==> src/rtl/mux_test_pkg.sv <==
// Shared definitions for the mux self-test sequencer: FSM encoding,
// vector count and the debug-vector contract of the 2:1 mux stage.
package mux_test_pkg;

    typedef enum logic [1:0] {
        ST_IDLE   = 2'd0,
        ST_SETTLE = 2'd1,
        ST_CHECK  = 2'd2,
        ST_DONE   = 2'd3
    } state_t;

    localparam int unsigned NUM_VECTORS = 8;
    localparam int unsigned IDX_W       = 3;
    localparam int unsigned DBG_W       = 9;

    // Expected debug vector for stimulus {S,I0,I1} = idx.
    function automatic logic [DBG_W-1:0] expected_vec(input logic [IDX_W-1:0] idx);
        logic s_v;
        logic i0_v;
        logic i1_v;
        s_v  = idx[2];
        i0_v = idx[1];
        i1_v = idx[0];
        return {1'b1, (i0_v & ~s_v), 1'b1, ~s_v, s_v, s_v, s_v, i1_v, i0_v};
    endfunction

endpackage

==> src/rtl/mux_expected_gen.sv <==
// Combinational expected-vector generator for the mux debug contract.
module mux_expected_gen
    import mux_test_pkg::*;
(
    input  logic [IDX_W-1:0] idx,
    output logic [DBG_W-1:0] expected
);

    // Map the applied stimulus index to the debug vector the mux must return.
    always_comb begin
        expected = expected_vec(idx);
    end

endmodule

==> src/rtl/mux_test_sequencer.sv <==
// On-board self-test for the 2:1 mux debug stage: walks all eight
// {S,I0,I1} combinations, checks the returned debug vector and reports
// pass/fail, a saturating error count and the first failing vector.
module mux_test_sequencer
    import mux_test_pkg::*;
#(
    parameter int HOLD_CYCLES = 2,
    parameter int ERR_W       = 4
) (
    input  logic             clk,
    input  logic             rst,
    input  logic             start,
    input  logic [8:0]       mux_out,
    output logic             S,
    output logic             I0,
    output logic             I1,
    output logic             busy,
    output logic             done,
    output logic             pass,
    output logic [ERR_W-1:0] err_count,
    output logic [2:0]       vec_idx,
    output logic [2:0]       first_fail_idx,
    output logic [8:0]       first_fail_mask
);

    localparam int              HC_W        = (HOLD_CYCLES > 1) ? $clog2(HOLD_CYCLES) : 1;
    localparam logic [HC_W-1:0] HOLD_RELOAD = HC_W'(HOLD_CYCLES - 1);
    localparam logic [ERR_W-1:0] ERR_MAX    = {ERR_W{1'b1}};
    localparam logic [ERR_W-1:0] ERR_ZERO   = {ERR_W{1'b0}};

    state_t          state_r;
    logic [HC_W-1:0] hold_cnt_r;
    logic [8:0]      expected_s;
    logic [8:0]      mask_s;
    logic            mismatch_s;
    logic [ERR_W-1:0] err_next_s;

    // vec_idx always equals {S,I0,I1}, so it keys the expected vector directly.
    mux_expected_gen u_exp (
        .idx      (vec_idx),
        .expected (expected_s)
    );

    // Mismatch mask and the saturating next error count for the current vector.
    always_comb begin
        mask_s     = mux_out ^ expected_s;
        mismatch_s = |mask_s;
        if (mismatch_s && (err_count != ERR_MAX)) begin
            err_next_s = err_count + {{(ERR_W-1){1'b0}}, 1'b1};
        end else begin
            err_next_s = err_count;
        end
    end

    // Sequencer FSM with registered stimulus and result outputs.
    always_ff @(posedge clk or posedge rst) begin
        if (rst) begin
            state_r         <= ST_IDLE;
            hold_cnt_r      <= {HC_W{1'b0}};
            S               <= 1'b0;
            I0              <= 1'b0;
            I1              <= 1'b0;
            busy            <= 1'b0;
            done            <= 1'b0;
            pass            <= 1'b0;
            err_count       <= ERR_ZERO;
            vec_idx         <= 3'd0;
            first_fail_idx  <= 3'd0;
            first_fail_mask <= 9'd0;
        end else begin
            case (state_r)
                ST_IDLE, ST_DONE: begin
                    if (start) begin
                        vec_idx         <= 3'd0;
                        {S, I0, I1}     <= 3'd0;
                        err_count       <= ERR_ZERO;
                        first_fail_idx  <= 3'd0;
                        first_fail_mask <= 9'd0;
                        done            <= 1'b0;
                        pass            <= 1'b0;
                        hold_cnt_r      <= HOLD_RELOAD;
                        busy            <= 1'b1;
                        state_r         <= ST_SETTLE;
                    end
                end
                ST_SETTLE: begin
                    if (hold_cnt_r != {HC_W{1'b0}}) begin
                        hold_cnt_r <= hold_cnt_r - {{(HC_W-1){1'b0}}, 1'b1};
                    end else begin
                        state_r <= ST_CHECK;
                    end
                end
                ST_CHECK: begin
                    err_count <= err_next_s;
                    // A zero count means no mismatch has been seen yet this run.
                    if (mismatch_s && (err_count == ERR_ZERO)) begin
                        first_fail_idx  <= vec_idx;
                        first_fail_mask <= mask_s;
                    end
                    if (vec_idx == 3'd7) begin
                        busy    <= 1'b0;
                        done    <= 1'b1;
                        pass    <= (err_next_s == ERR_ZERO);
                        state_r <= ST_DONE;
                    end else begin
                        vec_idx     <= vec_idx + 3'd1;
                        {S, I0, I1} <= vec_idx + 3'd1;
                        hold_cnt_r  <= HOLD_RELOAD;
                        state_r     <= ST_SETTLE;
                    end
                end
                default: begin
                    state_r <= ST_IDLE;
                    busy    <= 1'b0;
                end
            endcase
        end
    end

endmodule
==> config.mk <==
export PLATFORM = sky130hd
export DESIGN_NAME = mux_test_sequencer
export DESIGN_NICKNAME = d
export VERILOG_FILES = /design/src/rtl/mux_test_pkg.sv /design/src/rtl/mux_expected_gen.sv /design/src/rtl/mux_test_sequencer.sv
export SDC_FILE = /design/constraint.sdc
export NUM_CORES = 1
export LEC_CHECK = 0
export CORE_ASPECT_RATIO = 0.8
export CORE_MARGIN = 10
export CORE_UTILIZATION = 55
export CTS_BUF_LIST = sky130_fd_sc_hd__clkbuf_4
export DETAILED_ROUTE_END_ITERATION = 8
export GPL_ROUTABILITY_DRIVEN = 0
export GPL_TIMING_DRIVEN = 1
export HOLD_SLACK_MARGIN = 0.1
export PLACE_DENSITY = 0.86
export RECOVER_POWER = 50
export SKIP_LAST_GASP = 1
export SYNTH_ARGS = -nofsm -noshare
export SYNTH_HDL_FRONTEND = slang
export SYNTH_HIERARCHICAL = 1
export SYNTH_SLANG_ARGS = --single-unit
==> constraint.sdc <==
create_clock -name clk -period 5 [get_ports clk]
set_input_delay 0.75 -clock clk [delete_from_list [all_inputs] [get_ports clk]]
set_output_delay 0.75 -clock clk [all_outputs]
set_load 0.03 [all_outputs]
==> flow_summary.toml, run 1 <==
[run_status]
status = "finished, final reports clean"

[clocking]
cts_tree = "done"
clockBufferDepth = 2
cts_sinks = 25
clk_pin_slew_ns = 0.13
ctsResizeCount = 0
numCtsBuffers = 3
clk_latency_ns = 0.33
cts_hold_repair.buffers = 0
htree_num_levels = 1
cts_root_buf = "clkbuf_4"
cts_setup_buffers = 0

[sta]
fin_hold_ws_ns = 0.546
report.final.slew_viol_count = 0
setup_ws_ns = 1.87
rsz0062_at_grt = "false"
hold_violations = 0
skew_ns = 0.0101
max_freq_ghz = 0.320
finalCritPeriodShare_pct = 62.5
slew_headroom_pct = 33.6
tns_ns = 0
min_period_ns = 3.13
setup_violations = 0
tightest_slew_ns = 0.996

[place]
dp.final_hpwl_um = 2870
placed_area_sq_mm = 0.00195
post-place-ws_ns = 1.93
io_buffers = 36
dpl.cell_count = 231

[worst_setup_path]
critPathMaxStageDelay_ns = 0.81
reg2reg_depth = 8
cpLargestDelayFamily = "simple AND/OR/NAND/NOR gates"
crit_fanout = 30
path_buf_inv = 2
timing.critical_path.to = "first_fail_mask[6]$_DFFE_PP0P_"
worst_setup_path_start_kind = "flip-flop"
crit_type = "reg -> reg"
crit_path_top_delay_cell = "ha_1"
end_kind = "flip-flop"
worstPathArrival_ns = 3.35
crit-reg2reg-launch = "state_r[0]$_DFFE_PP0P_"
critical_path_required_ns = 5.22
r2r_slack_ns = 1.87
cp.depth = 8
cp_cell_sequence = "inv_1 -> ha_1 -> mux2i_1 -> buf_4 -> or4b_4 -> a31oi_4 -> nor2b_1 -> nor3_2"
startpoint = "state_r[0]$_DFFE_PP0P_"
reg2reg_to = "first_fail_mask[6]$_DFFE_PP0P_"

[yosys]
synth_area_leaders = "dfrtp_1 (38%), ha_1 (5.3%), buf_4 (5.0%), a21oi_1 (4.9%), nor3_2 (4.9%)"
syn_area_sq_mm = 0.00165
synth_ff_type = "dfrtp_1"
synth_edf_count = 0
ys_seq_area_share_pct = 37.9
synth.most_common_cell = "dfrtp_1"
synth_warnings = 6
synth_top_area_share_pct = 37.9
synth.distinct_cells = 44
ys_seq_elements = 25
syn_area_per_cell_sq_um = 9.54
synth_common_cells = "dfrtp_1 (25), a21oi_1 (16), nor2_1 (12), buf_4 (11), nand2_1 (11)"
yosys.area.top_type = "dfrtp_1"
syn_inst = 173
async_flop_share_pct = 100

[layout]
multi_input_area_sq_um = 886
antenna_cells = 0
utilization_pct = 70.5
regArea_sq_um = 626
final_cells = 235
nets = 217
drive_gt1_share_pct = 10.2
num-fill-cells = 222
fin_area_sq_mm = 0.00198
area_growth_pct = 20.0

[die]
start_util_pct = 58.8
placementRows = 17
core-area_sq_mm = 0.00281
die_h_um = 69.0
ios = 37
dieArea_sq_mm = 0.00561
die_w_um = 81.2

[detailed_routing]
dr.pass1.iters = 4
drt_iter0_markers = 89
drcViolationCount = 0
ant_nets = 0
vias = 1350
avgRoutedWirePerCell_um = 16.1
postRouteWirelength_um = 3790
vias_per_cell = 5.74

[grt]
grt_pass1_vias = 1332
grt_max_degree = 31
antenna_found_initial = 0
grt_use_total_pct = 14.1
overflow = 0
grt_pass1_wl_um = 6270

[hold_path]
worst_hold_path_type = "reg -> reg"
hold_depth = 2

[power_and_ir_drop]
p_total_mw = 0.834
powerDensity_mw_per_mm2 = 421
ir_drop_mv = 0.287
leakage_nw = 0.882

[flow_run]
max_cap_violations = 0
## worst min-delay path by stage
stage / startpoint / endpoint
6_report: done$_DFFE_PP0P_ / done$_DFFE_PP0P_
5_1_grt: done$_DFFE_PP0P_ / done$_DFFE_PP0P_
4_1_cts: done$_DFFE_PP0P_ / done$_DFFE_PP0P_
3_5_place_dp: done$_DFFE_PP0P_ / done$_DFFE_PP0P_
3_3_place_gp: busy$_DFFE_PP0P_ / busy$_DFFE_PP0P_
2_1_floorplan: state_r[1]$_DFFE_PP0P_ / state_r[1]$_DFFE_PP0P_
## cells by family after synthesis
logic type | share of synthesized area, %
mux | 1.90
flops | 37.9
other cells | 0.227
xor+xnor | 4.78
compound gates | 19.0
fa+ha+maj | 5.31
buf+inv | 8.64
simple gates | 22.3
## layer usage
| metal | share of wire, % | GRT usage [%] | wire length [um] |
|---|---|---|---|
| met1 | 43 | 16.4 | 1630 |
| met2 | 48 | 23.6 | 1820 |
| met3 | 7.4 | 4.91 | 279 |
| met4 | 1.3 | 5.60 | 51 |
| met5 | 0 | 0 | 0 |
## final cells by class
cell class / count / area share (%)
flip-flops and latches: 25 / 31.6
well taps: 38 / 2.40
clock buffers: 3 / 1.14
repair buffers: 37 / 18.6
multi-input cells: 124 / 44.7
clock inverters: 1 / 0.253
inverters: 7 / 1.33
## worst register-to-register path: stages, from the launching register on
cell and delay, ns:
dfrtp_1 0.43, inv_1 0.07, ha_1 0.81, mux2i_1 0.16, buf_4 0.25, or4b_4 0.53, a31oi_4 0.46, nor2b_1 0.25
nor3_2 0.06
## placed cells by master (no fill, tap or decap), drive strengths merged, types with 2 or more instances in the layout
cell type | Yosys | final
a41oi | 2 | 2
clkdlybuf4s50 | 0 | 30
nand2 | 11 | 11
inv | 7 | 7
clkbuf | 4 | 3
a31oi | 3 | 3
nor2 | 12 | 12
dfrtp | 25 | 25
and2b | 6 | 6
and3 | 2 | 2
nand2b | 2 | 2
a22o | 6 | 6
mux2i | 2 | 2
dlygate4sd3 | 0 | 6
ha | 7 | 7
nor4 | 3 | 3
nor3 | 11 | 11
conb | 1 | 2
xor2 | 8 | 8
o21ai | 7 | 7
nand3 | 2 | 2
nor2b | 5 | 5
a21oi | 16 | 16
a32oi | 3 | 3
## registers in the layout, indices dropped and copies added, names as in the netlist
| signal | count |
|---|---|
| first_fail_idx | 3 |
| hold_cnt_r | 1 |
| state_r | 2 |
| err_count | 4 |
| I1 | 1 |
| done | 1 |
| S | 1 |
| busy | 1 |
| first_fail_mask | 9 |
| I0 | 1 |
| pass | 1 |
## where the power goes
part	switching, mW	internal [mW]
Clock	0.0622	0.0301
Sequential	0.0419	0.235
Combinational	0.283	0.182
(Power assumes the default switching activity.)
==> run 2: changes to the inputs <==
--- a/config.mk
+++ b/config.mk
@@ -7,13 +7,13 @@
 export LEC_CHECK = 0
 export CORE_ASPECT_RATIO = 0.8
 export CORE_MARGIN = 10
-export CORE_UTILIZATION = 55
+export CORE_UTILIZATION = 52
 export CTS_BUF_LIST = sky130_fd_sc_hd__clkbuf_4
 export DETAILED_ROUTE_END_ITERATION = 8
 export GPL_ROUTABILITY_DRIVEN = 0
 export GPL_TIMING_DRIVEN = 1
 export HOLD_SLACK_MARGIN = 0.1
-export PLACE_DENSITY = 0.86
+export PLACE_DENSITY = 0.82
 export RECOVER_POWER = 50
 export SKIP_LAST_GASP = 1
 export SYNTH_ARGS = -nofsm -noshare
==> constraint.sdc (replaced) <==
create_clock -name clk -period 3.1 [get_ports clk]
set_input_delay 0.465 -clock clk [delete_from_list [all_inputs] [get_ports clk]]
set_output_delay 0.465 -clock clk [all_outputs]
set_load 0.03 [all_outputs]
==> flow_summary.toml, run 2 (synthesis results as in run 1) <==
[clocking]
ctsResizeCount = 0
cts_hold_repair.buffers = 0
clk_pin_slew_ns = 0.16
htree_num_levels = 1
cts_tree = "done"
clk_latency_ns = 0.34
cts_setup_buffers = 0
cts_root_buf = "clkbuf_4"
numCtsBuffers = 3
cts_sinks = 25
clockBufferDepth = 2

[worst_setup_path]
end_kind = "flip-flop"
critPathMaxStageDelay_ns = 0.53
cpLargestDelayFamily = "simple AND/OR/NAND/NOR gates"
critical_path_required_ns = 3.33
crit_path_top_delay_cell = "or4b_4"
cp.depth = 7
cp_cell_sequence = "inv_1 -> ha_1 -> mux2i_1 -> or4b_4 -> a31oi_4 -> nor2b_1 -> nor3_2"
r2r_slack_ns = 0.64
worst_setup_path_start_kind = "flip-flop"
crit_type = "reg -> reg"
path_buf_inv = 1
crit_fanout = 22
reg2reg_depth = 7
worstPathArrival_ns = 2.68

[grt]
grt_pass1_wl_um = 7040
grt_max_degree = 30
grt_use_total_pct = 13.9
overflow = 0
antenna_found_initial = 0
grt_pass1_vias = 1439

[sta]
slew_headroom_pct = 35.5
rsz0062_at_grt = "false"
report.final.slew_viol_count = 0
min_period_ns = 2.46
tns_ns = 0
hold_violations = 0
max_freq_ghz = 0.407
finalCritPeriodShare_pct = 79.2
tightest_slew_ns = 0.967
skew_ns = 0.0157
setup_violations = 0

[die]
ios = 37
start_util_pct = 53.9
dieArea_sq_mm = 0.00584
die_w_um = 83.0
placementRows = 18
die_h_um = 70.4
core-area_sq_mm = 0.00306

[layout]
antenna_cells = 0
fin_area_sq_mm = 0.00199
area_growth_pct = 20.8
final_cell_mix = "clkdlybuf4s50_1 (28), dfrtp_1 (25), a21oi_1 (16), nor2_1 (12), nand2_1 (11)"
largest-register = "first_fail_mask"
largest_registers = "first_fail_mask: 9 flops, err_count: 4 flops, first_fail_idx: 3 flops"
nets = 218
drive_gt1_share_pct = 10.6
largest_reg_flops = 9
final_common_cell = "clkdlybuf4s50_1"

[detailed_routing]
vias_per_cell = 5.70
ant_nets = 0
dr.pass1.iters = 4
drt_iter0_markers = 94
postRouteWirelength_um = 3850
vias = 1356
avgRoutedWirePerCell_um = 16.2
drcViolationCount = 0

[place]
io_buffers = 36
placed_area_sq_mm = 0.00196
dp.final_hpwl_um = 2860

[run_status]
status = "finished, final reports clean"

[power_and_ir_drop]
comb_power_share_pct = 54.9
pwr-share-clk_pct = 12.3
internal-power_mw = 0.730
leakage_nw = 0.898
switchingPower_mw = 0.631
powerDensity_mw_per_mm2 = 683
power.share.switching_pct = 46.4
seq_power_share_pct = 32.8
ir_drop_mv = 0.469

[hold_path]
hold_depth = 2
worst_hold_path_type = "reg -> reg"

[flow_run]
max_cap_violations = 0
run 2: changes by cell type in the layout (fill, tap and decap cells not counted), sizes merged:
cell | before | now
clkdlybuf4s50 | 30 | 28
clkbuf | 3 | 4
dlygate4sd3 | 6 | 8
clkinv | 1 | 0
buf | 1 | 2
run 2: path summary, 6_finish.rpt:
path                                        start                              to
max                        state_r[0]$_DFFE_PP0P_  first_fail_mask[7]$_DFFE_PP0P_
min                              done$_DFFE_PP0P_                done$_DFFE_PP0P_
max reg2reg                state_r[0]$_DFFE_PP0P_  first_fail_mask[7]$_DFFE_PP0P_
min reg2reg                      done$_DFFE_PP0P_                done$_DFFE_PP0P_
max in group asynchronous                     rst        err_count[1]$_DFFE_PP0P_
min in group asynchronous                     rst                busy$_DFFE_PP0P_
run 2: per-layer routing:
layer  wire length (um)  track usage, %  vias to the layer above  part of all wire (%)
met2               1920            22.3                       44                    50
met1               1620            17.4                      653                    42
met5                  0               0                        -                     0
met4                 44            6.04                        0                   1.1
met3                261            3.13                        4                   6.8
li1                   -               -                      655                     -
run 2: final cells by class:
class,instances,area [sq um]
Tap cell,40,50.0
Clock buffer,4,30.0
Fill cell,265,1070
Timing Repair Buffer,38,375
Sequential cell,25,626
Multi-Input combinational cell,124,886
Inverter,7,26.3
run 2: metrics by stage:
stage	cells	hold slack [ns]	setup WS, ns	util (%)	power, mW
floorplan	174	0.492	0.953	-	1.03
detailed placement	234	0.517	0.589	64.1	1.20
global route	238	0.578	0.470	65.1	1.47
CTS	238	0.556	0.663	65.1	1.37
global placement	234	0.497	0.625	64.1	1.17
finish	238	0.552	0.645	65.1	1.36
run 2: tightest hold or removal path: stages, from the launching register on:
cell,delay (ns)
dfrtp_1,0.40
a21oi_1,0.05
nor2_1,0.08
run 2: power groups by stage:
stage / Sequential [mW] / Combinational [mW] / Clock [mW]
floorplan: 0.508 / 0.525 / 0
global placement: 0.447 / 0.723 / 0
detailed placement: 0.451 / 0.752 / 0
CTS: 0.445 / 0.755 / 0.167
global route: 0.458 / 0.833 / 0.179
finish: 0.446 / 0.748 / 0.167
